--- src/rtl/distortion_pkg.sv ---
// Shared types and the makeup-gain helper for the multi-mode distortion.
package distortion_pkg;

    typedef enum logic [1:0] {
        DIST_SOFT = 2'd0,
        DIST_HARD = 2'd1,
        DIST_FOLD = 2'd2
    } dist_mode_e;

    typedef enum logic [1:0] {
        ST_BYPASS    = 2'd0,
        ST_RAMP_UP   = 2'd1,
        ST_WET       = 2'd2,
        ST_RAMP_DOWN = 2'd3
    } dist_state_e;

    localparam int MAKEUP_W = 64;

    // Gain of 1 + 1/4 + 1/16, clamped to the largest positive sample of width dataW.
    function automatic logic [MAKEUP_W-1:0] makeup_sat(input logic [MAKEUP_W-1:0] s,
                                                       input int unsigned dataW);
        logic [MAKEUP_W-1:0] sum;
        logic [MAKEUP_W-1:0] lim;
        sum = s + (s >> 2) + (s >> 4);
        lim = (MAKEUP_W'(1) << (dataW - 1)) - MAKEUP_W'(1);
        return (sum > lim) ? lim : sum;
    endfunction

endpackage

--- src/rtl/distortion_shaper.sv ---
// One channel of the first two pipeline stages: sign/magnitude, then the
// mode-dependent squash of the magnitude plus the clamp-point flag.
module distortion_shaper
    import distortion_pkg::*;
#(
    parameter int DATA_W      = 32,
    parameter int SOFT_THRESH = 15000000,
    parameter int HARD_THRESH = 30000000
) (
    input  logic              i_clk,
    input  logic              i_resetn,
    input  logic [1:0]        i_mode,
    input  logic [DATA_W-1:0] i_x,
    output logic              o_sign,
    output logic [DATA_W-1:0] o_squash,
    output logic              o_clip
);

    localparam logic [DATA_W-1:0] T        = DATA_W'(SOFT_THRESH);
    localparam logic [DATA_W-1:0] H        = DATA_W'(HARD_THRESH);
    localparam logic [DATA_W-1:0] FOLD_TOP = T << 1;
    localparam logic [DATA_W-1:0] KNEE_CAP = T + ((H - T) >> 1);
    localparam logic [DATA_W-1:0] POS_MAX  = {1'b0, {(DATA_W-1){1'b1}}};
    localparam logic [DATA_W-1:0] NEG_MAX  = {1'b1, {(DATA_W-1){1'b0}}};

    logic              r_sign;
    logic [DATA_W-1:0] r_abs;
    logic [DATA_W-1:0] w_abs;
    logic [DATA_W-1:0] w_squash;
    logic              w_clip;

    // The most negative sample has no positive twin, so its magnitude pins at POS_MAX.
    always_comb begin
        w_abs = i_x;
        if (i_x[DATA_W-1]) begin
            w_abs = (i_x == NEG_MAX) ? POS_MAX : -i_x;
        end
    end

    always_comb begin
        w_squash = r_abs;
        w_clip   = 1'b0;
        if (i_mode == DIST_HARD) begin
            w_clip = (r_abs >= T);
            if (r_abs >= T) w_squash = T;
        end else if (i_mode == DIST_FOLD) begin
            w_clip = (r_abs >= FOLD_TOP);
            if (r_abs >= FOLD_TOP)  w_squash = '0;
            else if (r_abs >= T)    w_squash = FOLD_TOP - r_abs;
        end else begin
            w_clip = (r_abs >= H);
            if (r_abs >= H)         w_squash = KNEE_CAP;
            else if (r_abs >= T)    w_squash = T + ((r_abs - T) >> 1);
        end
    end

    always_ff @(posedge i_clk) begin
        if (!i_resetn) begin
            r_sign   <= 1'b0;
            r_abs    <= '0;
            o_sign   <= 1'b0;
            o_squash <= '0;
            o_clip   <= 1'b0;
        end else begin
            r_sign   <= i_x[DATA_W-1];
            r_abs    <= w_abs;
            o_sign   <= r_sign;
            o_squash <= w_squash;
            o_clip   <= w_clip;
        end
    end

endmodule

--- src/rtl/distortion_mm.sv ---
// N-channel, three-stage distortion with a dry/wet crossfade that ramps one
// step per output frame whenever the effect is switched on, off or re-moded.
module distortion_mm
    import distortion_pkg::*;
#(
    parameter int DATA_W      = 32,
    parameter int N_CH        = 2,
    parameter int SOFT_THRESH = 15000000,
    parameter int HARD_THRESH = 30000000,
    parameter int RAMP_LOG2   = 8
) (
    input  logic                   CLOCK_50,
    input  logic                   resetn,
    input  logic                   enable,
    input  logic [1:0]             mode,
    input  logic                   in_valid,
    input  logic [N_CH*DATA_W-1:0] in_data,
    output logic                   out_valid,
    output logic [N_CH*DATA_W-1:0] out_data,
    output logic [N_CH-1:0]        out_clip,
    output logic                   fx_active
);

    localparam int FRAME_W = N_CH * DATA_W;
    localparam int LVL_W   = RAMP_LOG2 + 1;
    localparam int PROD_W  = DATA_W + RAMP_LOG2 + 3;
    localparam logic [LVL_W-1:0] LVL_MAX = {1'b1, {RAMP_LOG2{1'b0}}};

    logic               r_v1, r_v2;
    logic [FRAME_W-1:0] r_dry1, r_dry2;
    dist_state_e        r_state, w_state_next;
    logic [1:0]         r_mode_cur;
    logic [LVL_W-1:0]   r_level, w_level_next;
    logic               w_hold, w_step_up, w_step_dn;
    logic [N_CH-1:0]    w_sign, w_clip;
    logic [FRAME_W-1:0] w_squash, w_mix;

    for (genvar c = 0; c < N_CH; c++) begin : g_ch
        logic [DATA_W-1:0]        w_m;
        logic [DATA_W-1:0]        w_out;
        logic signed [DATA_W-1:0] w_wet, w_dry;
        logic signed [DATA_W:0]   w_diff;
        logic signed [PROD_W-1:0] w_prod, w_sum;

        distortion_shaper #(
            .DATA_W      (DATA_W),
            .SOFT_THRESH (SOFT_THRESH),
            .HARD_THRESH (HARD_THRESH)
        ) u_shaper (
            .i_clk    (CLOCK_50),
            .i_resetn (resetn),
            .i_mode   (r_mode_cur),
            .i_x      (in_data[c*DATA_W +: DATA_W]),
            .o_sign   (w_sign[c]),
            .o_squash (w_squash[c*DATA_W +: DATA_W]),
            .o_clip   (w_clip[c])
        );

        // Level 0 makes the product vanish, so the dry sample passes bit-exact.
        always_comb begin
            w_m    = DATA_W'(makeup_sat(MAKEUP_W'(w_squash[c*DATA_W +: DATA_W]), DATA_W));
            w_wet  = w_sign[c] ? -$signed(w_m) : $signed(w_m);
            w_dry  = $signed(r_dry2[c*DATA_W +: DATA_W]);
            w_diff = (DATA_W+1)'(w_wet) - (DATA_W+1)'(w_dry);
            w_prod = PROD_W'(w_diff) * PROD_W'($signed({1'b0, r_level}));
            w_sum  = PROD_W'(w_dry) + (w_prod >>> RAMP_LOG2);
            if ((w_sum[PROD_W-1:DATA_W-1] == '0) || (w_sum[PROD_W-1:DATA_W-1] == '1))
                w_out = w_sum[DATA_W-1:0];
            else if (w_sum[PROD_W-1])
                w_out = {1'b1, {(DATA_W-1){1'b0}}};
            else
                w_out = {1'b0, {(DATA_W-1){1'b1}}};
        end

        assign w_mix[c*DATA_W +: DATA_W] = w_out;
    end

    assign w_hold    = enable && (mode == r_mode_cur);
    assign w_step_up = r_v2 && (r_state == ST_RAMP_UP)   && (r_level != LVL_MAX);
    assign w_step_dn = r_v2 && (r_state == ST_RAMP_DOWN) && (r_level != '0);
    assign fx_active = (r_level != '0);

    always_comb begin
        w_level_next = r_level;
        if (w_step_up)      w_level_next = r_level + LVL_W'(1);
        else if (w_step_dn) w_level_next = r_level - LVL_W'(1);
    end

    // Transitions look at the post-step level so a step and a state change can share an edge.
    always_comb begin
        w_state_next = r_state;
        case (r_state)
            ST_BYPASS:    if (enable) w_state_next = ST_RAMP_UP;
            ST_RAMP_UP:   if (!w_hold) w_state_next = ST_RAMP_DOWN;
                          else if (w_level_next == LVL_MAX) w_state_next = ST_WET;
            ST_WET:       if (!w_hold) w_state_next = ST_RAMP_DOWN;
            ST_RAMP_DOWN: if (w_hold) w_state_next = ST_RAMP_UP;
                          else if (w_level_next == '0) w_state_next = ST_BYPASS;
            default:      w_state_next = ST_BYPASS;
        endcase
    end

    always_ff @(posedge CLOCK_50) begin
        if (!resetn) begin
            r_state    <= ST_BYPASS;
            r_level    <= '0;
            r_mode_cur <= 2'd0;
            r_v1       <= 1'b0;
            r_v2       <= 1'b0;
            r_dry1     <= '0;
            r_dry2     <= '0;
            out_valid  <= 1'b0;
            out_data   <= '0;
            out_clip   <= '0;
        end else begin
            r_state <= w_state_next;
            r_level <= w_level_next;
            if ((r_state == ST_BYPASS) && enable) r_mode_cur <= mode;
            r_v1      <= in_valid;
            r_v2      <= r_v1;
            r_dry1    <= in_data;
            r_dry2    <= r_dry1;
            out_valid <= r_v2;
            if (r_v2) begin
                out_data <= w_mix;
                out_clip <= w_clip;
            end
        end
    end

endmodule

--- config.mk ---
export PLATFORM = sky130hd
export DESIGN_NAME = distortion_mm
export DESIGN_NICKNAME = d
export VERILOG_FILES = /design/src/rtl/distortion_pkg.sv /design/src/rtl/distortion_shaper.sv /design/src/rtl/distortion_mm.sv
export SDC_FILE = /design/constraint.sdc
export NUM_CORES = 2
export LEC_CHECK = 0
export CAP_MARGIN = 0
export CORE_AREA = 2 2 301 303
export DETAILED_ROUTE_END_ITERATION = 8
export DIE_AREA = 0 0 303 305
export PLACE_DENSITY = 0.78
export SYNTH_ARGS = -nofsm -noshare
export SYNTH_HDL_FRONTEND = slang
export SYNTH_SLANG_ARGS = --single-unit
export TNS_END_PERCENT = 100
--- constraint.sdc ---
create_clock -name CLOCK_50 -period 28.8 [get_ports CLOCK_50]
set_clock_uncertainty 0.1 [all_clocks]
set_input_delay 4.32 -clock CLOCK_50 [delete_from_list [all_inputs] [get_ports CLOCK_50]]
set_output_delay 4.32 -clock CLOCK_50 [all_outputs]
set_load 0.01 [all_outputs]
After elaboration in Yosys (flattened, before gate mapping) --
Cells that the tools add are included.
Operators by class: $add $sub $neg 20, multipliers 2, div/mod/pow operators 0, order comparisons 6, equality and inequality tests 16, shift-type cells 0, mux-type cells 37, bitwise logic cells 3, reductions and logical operators 16
Operators by type and width (number):
- $mux W32 | 22
- $neg A32 Y32 | 4
- $mux W31 | 4
- $mul A33 B10 Y43 | 2
- $add A32 B35 Y36 | 2
- $add A33 B28 Y34 | 2
- $gt A34 B31 Y1 const B | 2
- $add A32 B30 Y33 | 2
- $sub A32 B32 Y33 | 2
- $add A24 B31 Y32 const A | 2
- $eq A32 B32 Y1 const B | 2
- $ge A32 B24 Y1 const B | 2
- $ge A32 B25 Y1 const B | 2
- $sub A25 B32 Y32 const A | 2
- $sub A32 B24 Y32 const B | 2
- $eq A12 B12 Y1 const B | 2
- $logic_not A12 Y1 | 2
- $mux W9 | 2
- $mux W2 | 6
- $add A9 B1 Y9 const B | 1
- $eq A9 B9 Y1 const B | 1
- $logic_not A9 Y1 | 1
- $ne A9 B9 Y1 const B | 1
- $reduce_bool A9 Y1 | 1
- other kinds (14) | 29
Storage, ports and cells: flip-flop bits (word level) 344, bits in latches 0, bits in writable memories 0, memory bits (read-only) 0, input port bits 70, logic and storage cells 122, memories 0

Depth between registers and ports, before layout --
depth after elaboration 12, depth in mapped cells 68, mapped depth without buffers 65

Modules after synthesis --
Synthesis repeated with hierarchy kept, for this count alone.
Unflattened totals: cells, all modules 6099, area, all modules 49917.9 sq um
By module, submodules not included:
- distortion_mm | instances 1, cells an instance 4753, area each 40018.4 sq um
- distortion_shaper | instances 2, cells an instance 673, area each 4949.7 sq um

Worst setup path before layout --
Ideal clock, no wire load.
kind reg2reg, start register g_ch[0].u_shaper.o_squash[5], end register out_data[28], library setup time 0.132 ns, arrival 14.883 ns, slack 13.685 ns, cell stages (with the launch flop) 67, clock period less this slack 15.115 ns, cell sequence dfxtp_1 inv_1 fa_1 inv_1 ha_1 fa_1 a211oi_1 o21ai_2 a21oi_4 a31oi_1 a21o_1 a32oi_1 mux2i_1 clkbuf_1 nor2_1 ha_1 nand3b_1 nor3b_1 [... 31 more ...] nand2b_1 a21oi_1 o211ai_1 a21oi_1 xnor2_1 ha_1 a21o_1 a21o_1 a21o_1 a311oi_1 o211ai_1 a31oi_1 o211a_1 a221oi_2 a31o_2 o21ai_1 clkbuf_1 nor3_1
Between the ends: cells in the longest elaborated chain, start to end 12
RTL lines:
- start, declared | RTL line distortion_shaper.sv:15 | output logic [DATA_W-1:0] o_squash,
- start signal, assigned | RTL line distortion_shaper.sv:68 | o_squash <= w_squash;
- $add A32 B30 Y33 | RTL line distortion_pkg.sv:24 | sum = s + (s >> 2) + (s >> 4);
- $add A33 B28 Y34 (*) | RTL line distortion_pkg.sv:24
- $gt A34 B31 Y1 | RTL line distortion_pkg.sv:26 | return (sum > lim) ? lim : sum;
- $mux W32 (*) | RTL line distortion_pkg.sv:26
- $neg A32 Y32 | RTL line distortion_mm.sv:62 | w_wet = w_sign[c] ? -$signed(w_m) : $signed(w_m);
- $mux W32 (*) | RTL line distortion_mm.sv:62
- $sub A32 B32 Y33 (*) | RTL line distortion_mm.sv:64 | w_diff = (DATA_W+1)'(w_wet) - (DATA_W+1)'(w_dry);
- $mul A33 B10 Y43 (*) | RTL line distortion_mm.sv:65 | w_prod = PROD_W'(w_diff) * PROD_W'($signed({1'b0, r_level}));
- $add A32 B35 Y36 (*) | RTL line distortion_mm.sv:66 | w_sum = PROD_W'(w_dry) + (w_prod >>> RAMP_LOG2);
- $eq A12 B12 Y1 / $logic_not A12 Y1 (equally long branches) | RTL line distortion_mm.sv:67 | if ((w_sum[PROD_W-1:DATA_W-1] == '0) || (w_sum[PROD_W-1:DATA_W-1] == '1))
- $logic_or A1 B1 Y1 | RTL line distortion_mm.sv:67
- $mux W32 (*) | RTL line distortion_mm.sv:67
- end signal, assigned | RTL line distortion_mm.sv:125 | out_data <= w_mix;
- end, declared | RTL line distortion_mm.sv:19 | output logic [N_CH*DATA_W-1:0] out_data,
Every way passes the cells marked *; elsewhere a longest branch is shown, timed or not. A chain may end at the register's enable or synchronous reset.

Worst setup path after layout --
Ends and elaborated chain as after synthesis.

==> results.md <==
- DRC: 6
- # port buffers: 137
- Actual slew at the worst max-slew pin: 1348 ps
- Synth Cell Area: 0.04859 mm2
- Leakage: 0.02453 uW
- Combinational group share of total power: 58.6%
- Hold-fix buffer count after cts: 0
- Final Util: 58.29%
- Crit Path Class: reg -> reg
- Final hold vios: 0
- Gr usage total: 30.52%
- Cell area power density: 48.83 mW/mm2
- Worst Hold End: r_dry2[44]
- Setup-failing EPs final: 0
- Crit-path leading delay family: compound AO/OA/AOI/OAI gates
- Via count: 43140
- Final max-slew violation count: 0
- DIE HEIGHT: 305 um
- Final wirelength: 140600 um
- Area leader, netlist: fa_1
- R2R cell count: 60
- Kind of end point of the critical path: flip-flop
- Top post-synthesis cells by area: fa_1 22%, dfxtp_1 14%, ha_1 10%
- CP startpoint kind: flip-flop
- Core Box Area: 0.08932 mm2
- Setup TNS: 0 ps
- Worst Path Arrival: 18100 ps
- Cell variety after synth: 105
- Final min period: 17700 ps
- Post-synth EDFFs: 0
- Buf/Inv on CP: 7
- Yosys top cell area share: 22.33%
- Pint: 1286 uW
- Pre-antenna DRT Iters: 8
- Hold wc startpoint: r_dry1[44]
- Top layer in use: met5
- Pre-CTS setup slack: 11420 ps
- Initial Util: 54.40%
- Root Buffer: clkbuf_16
- Sink Count: 340
- Failing checks: DRC
- Met1 Wirelength: 62000 um
- Largest net degree at the start of global routing: 80
- Worst-Skew Late Latency: 590 ps
- WL/cell: 19.69 um
- Period utilization: 61.47%
- Overall power: 2542 uW
- CTS resizes: 0
- Post-CTS Setup Bufs: 0
- Synth Register Bits: 340
- Most used cell, CP: fa_1
- CP max stage cell: a211oi_1
- Worst ir drop on vdd: 0.03781 mV
- Hold Path Stages: 1
- Die ar.: 0.09242 mm2
- Vias in the first global route: 41580
- Via density: 6.041
- Psw: 1256 uW
- Max_slew headroom: 9.575%
- Switch share: 49.42%
- I/O pins: 138
- Die width: 303 um
- Worst r2r dst: out_data[28]
- Synth warnings: 0
- Global placer's final weighted congestion: 0.9575
- TritonCTS buffer count: 37
- Starting DRT DRC Count: 4373
- Post-DP HPWL: 111000 um
- Synth Area per Inst: 8.138 um2
- Clock group share of total power: 19.5%
- Congestion Overflow GR: 0
- Initial antenna violation count: 3
- RSZ-0062 raised after global routing: no
- Reg power frac: 21.9%
- R2r setup slk: 11100 ps
- Share of post-route cells with drive strength above 1: 3.454%
- Final WS setup: 11100 ps
- Data required time of the worst path: 29190 ps
- CTS max path bufs: 3
- RR Startpoint: g_ch[0].u_shaper.o_squash[5]
- Met2 wire len: 61230 um
- First-pass GRT wire length: 226200 um
- CTS tree: built
- # nets final: 6949
- Row Count: 110
- ANT nets after route: 0
- Area Growth Syn to Fin: 7.159%
- Fmax: 0.05649 GHz
- CP max stage delay: 1080 ps
- Seq/Total Area, Yosys: 14.01%
- Worst-path clk slew: 70 ps
- Worst Hold Class: reg -> reg
- Cells after synthesis: 5971
- Run status: finished, violations left
- Peak fanout along the critical path: 28
- H-tree levels: 2
- Placed inst area: 0.05084 mm2
- Max capacitance violation total: 0
- Post-synth ARST share: 0%
- Top FF cell, synth: dfxtp_1
- Met3 WL: 13110 um
- Cell area after layout: 0.05207 mm2
==> synthesized netlist by cell type (all sizes together), types with 14 or more instances <==
cell type	instances
inv	656
nand2	574
fa	542
and2	432
a21oi	428
nor2	414
ha	397
dfxtp	340
o21ai	274
clkbuf	230
xnor2	209
xor2	134
nor3	126
a21o	118
nand3	99
o21a	75
and3	56
a211oi	50
nand2b	46
a311oi	45
nor2b	42
nor4	42
or3	42
o21bai	38
o31ai	38
nand4	35
a31oi	34
mux2i	30
or2	27
buf	26
o211ai	25
o22ai	25
o41ai	21
or4	20
nor3b	17
a2111oi	16
a22oi	15
o31a	15
a211o	14
o2111ai	14
==> worst max-delay path by stage <==
stage / from / to / slack, ps / cells after the start
CTS: g_ch[0].u_shaper.o_squash[5] / out_data[28] / 11340 / 62
floorplan: g_ch[0].u_shaper.o_squash[5] / out_data[28] / 13690 / 66
detailed placement: g_ch[0].u_shaper.o_squash[5] / out_data[28] / 11420 / 60
global placement: g_ch[0].u_shaper.o_squash[5] / out_data[28] / 11780 / 60
finish: g_ch[0].u_shaper.o_squash[5] / out_data[28] / 11100 / 60
global route: g_ch[0].u_shaper.o_squash[5] / out_data[28] / 9880 / 62
==> state kept, by name (all words and copies together) (netlist names), 9 cells and up <==
| name | cells |
|---|---|
| g_ch.u_shaper.o_squash | 64 |
| r_dry1 | 63 |
| g_ch.u_shaper.r_abs | 64 |
| r_level | 9 |
| r_dry2 | 64 |
| out_data | 64 |
==> cells by family after synthesis <==
kind of cell	synth area share (%)
xor+xnor	6.214
compound gates	18.42
other cells	0.007718
flops	14.01
mux	0.7339
fa+ha+maj	32.62
simple gates	20.89
buf+inv	7.112
==> routing by layer <==
metal	vias up	track usage (%)
met4	4	8.546
met2	1884	46.41
li1	20140	-
met1	20850	44.44
met5	-	0
met3	259	5.254
==> stage by stage <==
stage | hold WS (ps) | cells
finish | 330.2 | 7141
global route | 335.7 | 7140
CTS | 322.9 | 7140
detailed placement | 316.9 | 7077
global placement | 313.3 | 7077
floorplan | 311.9 | 5976
==> final cells by class <==
cell class,count,area [um2]
Antenna cell,1,2.502
Clock buffer,46,1011
Clock inverter,17,216.5
Fill cell,7831,37260
Inverter,657,2467
Multi-Input combinational cell,4723,38380
Sequential cell,340,6815
Tap cell,1176,1471
Timing Repair Buffer,181,1699
==> power groups by stage <==
stage               Clock (uW)  Combinational (uW)  Sequential [uW]
finish                     496                1490              556
floorplan                    0                1030              545
CTS                        503                1450              555
global placement             0                1420              564
detailed placement           0                1440              565
global route               522                1620              561
==> layout by cell type (no fill, tap or decap), types with 25 or more instances in the layout <==
master | netlist | routed
o21bai_1 | 38 | 38
or2_2 | 26 | 26
dfxtp_1 | 340 | 335
nor4_1 | 41 | 41
nand4_1 | 35 | 35
a211oi_1 | 46 | 46
and3_1 | 56 | 56
buf_4 | 0 | 45
a21oi_1 | 427 | 427
inv_1 | 655 | 655
o21a_1 | 75 | 75
nand2_1 | 574 | 574
o22ai_1 | 25 | 25
nand3_1 | 99 | 99
o211ai_1 | 25 | 25
fa_1 | 542 | 542
ha_1 | 397 | 397
clkdlybuf4s50_1 | 0 | 136
nor3_1 | 125 | 125
o21ai_0 | 263 | 263
a31oi_1 | 34 | 34
and2_1 | 432 | 432
a21o_1 | 118 | 118
clkbuf_16 | 0 | 38
nor2b_1 | 42 | 41
xnor2_1 | 207 | 207
o31ai_1 | 37 | 37
or3_1 | 40 | 40
xor2_1 | 134 | 134
nor2_1 | 414 | 412
a311oi_1 | 45 | 45
nand2b_1 | 44 | 44
mux2i_1 | 30 | 29
Note: power is estimated with default switching activity, not from simulation.
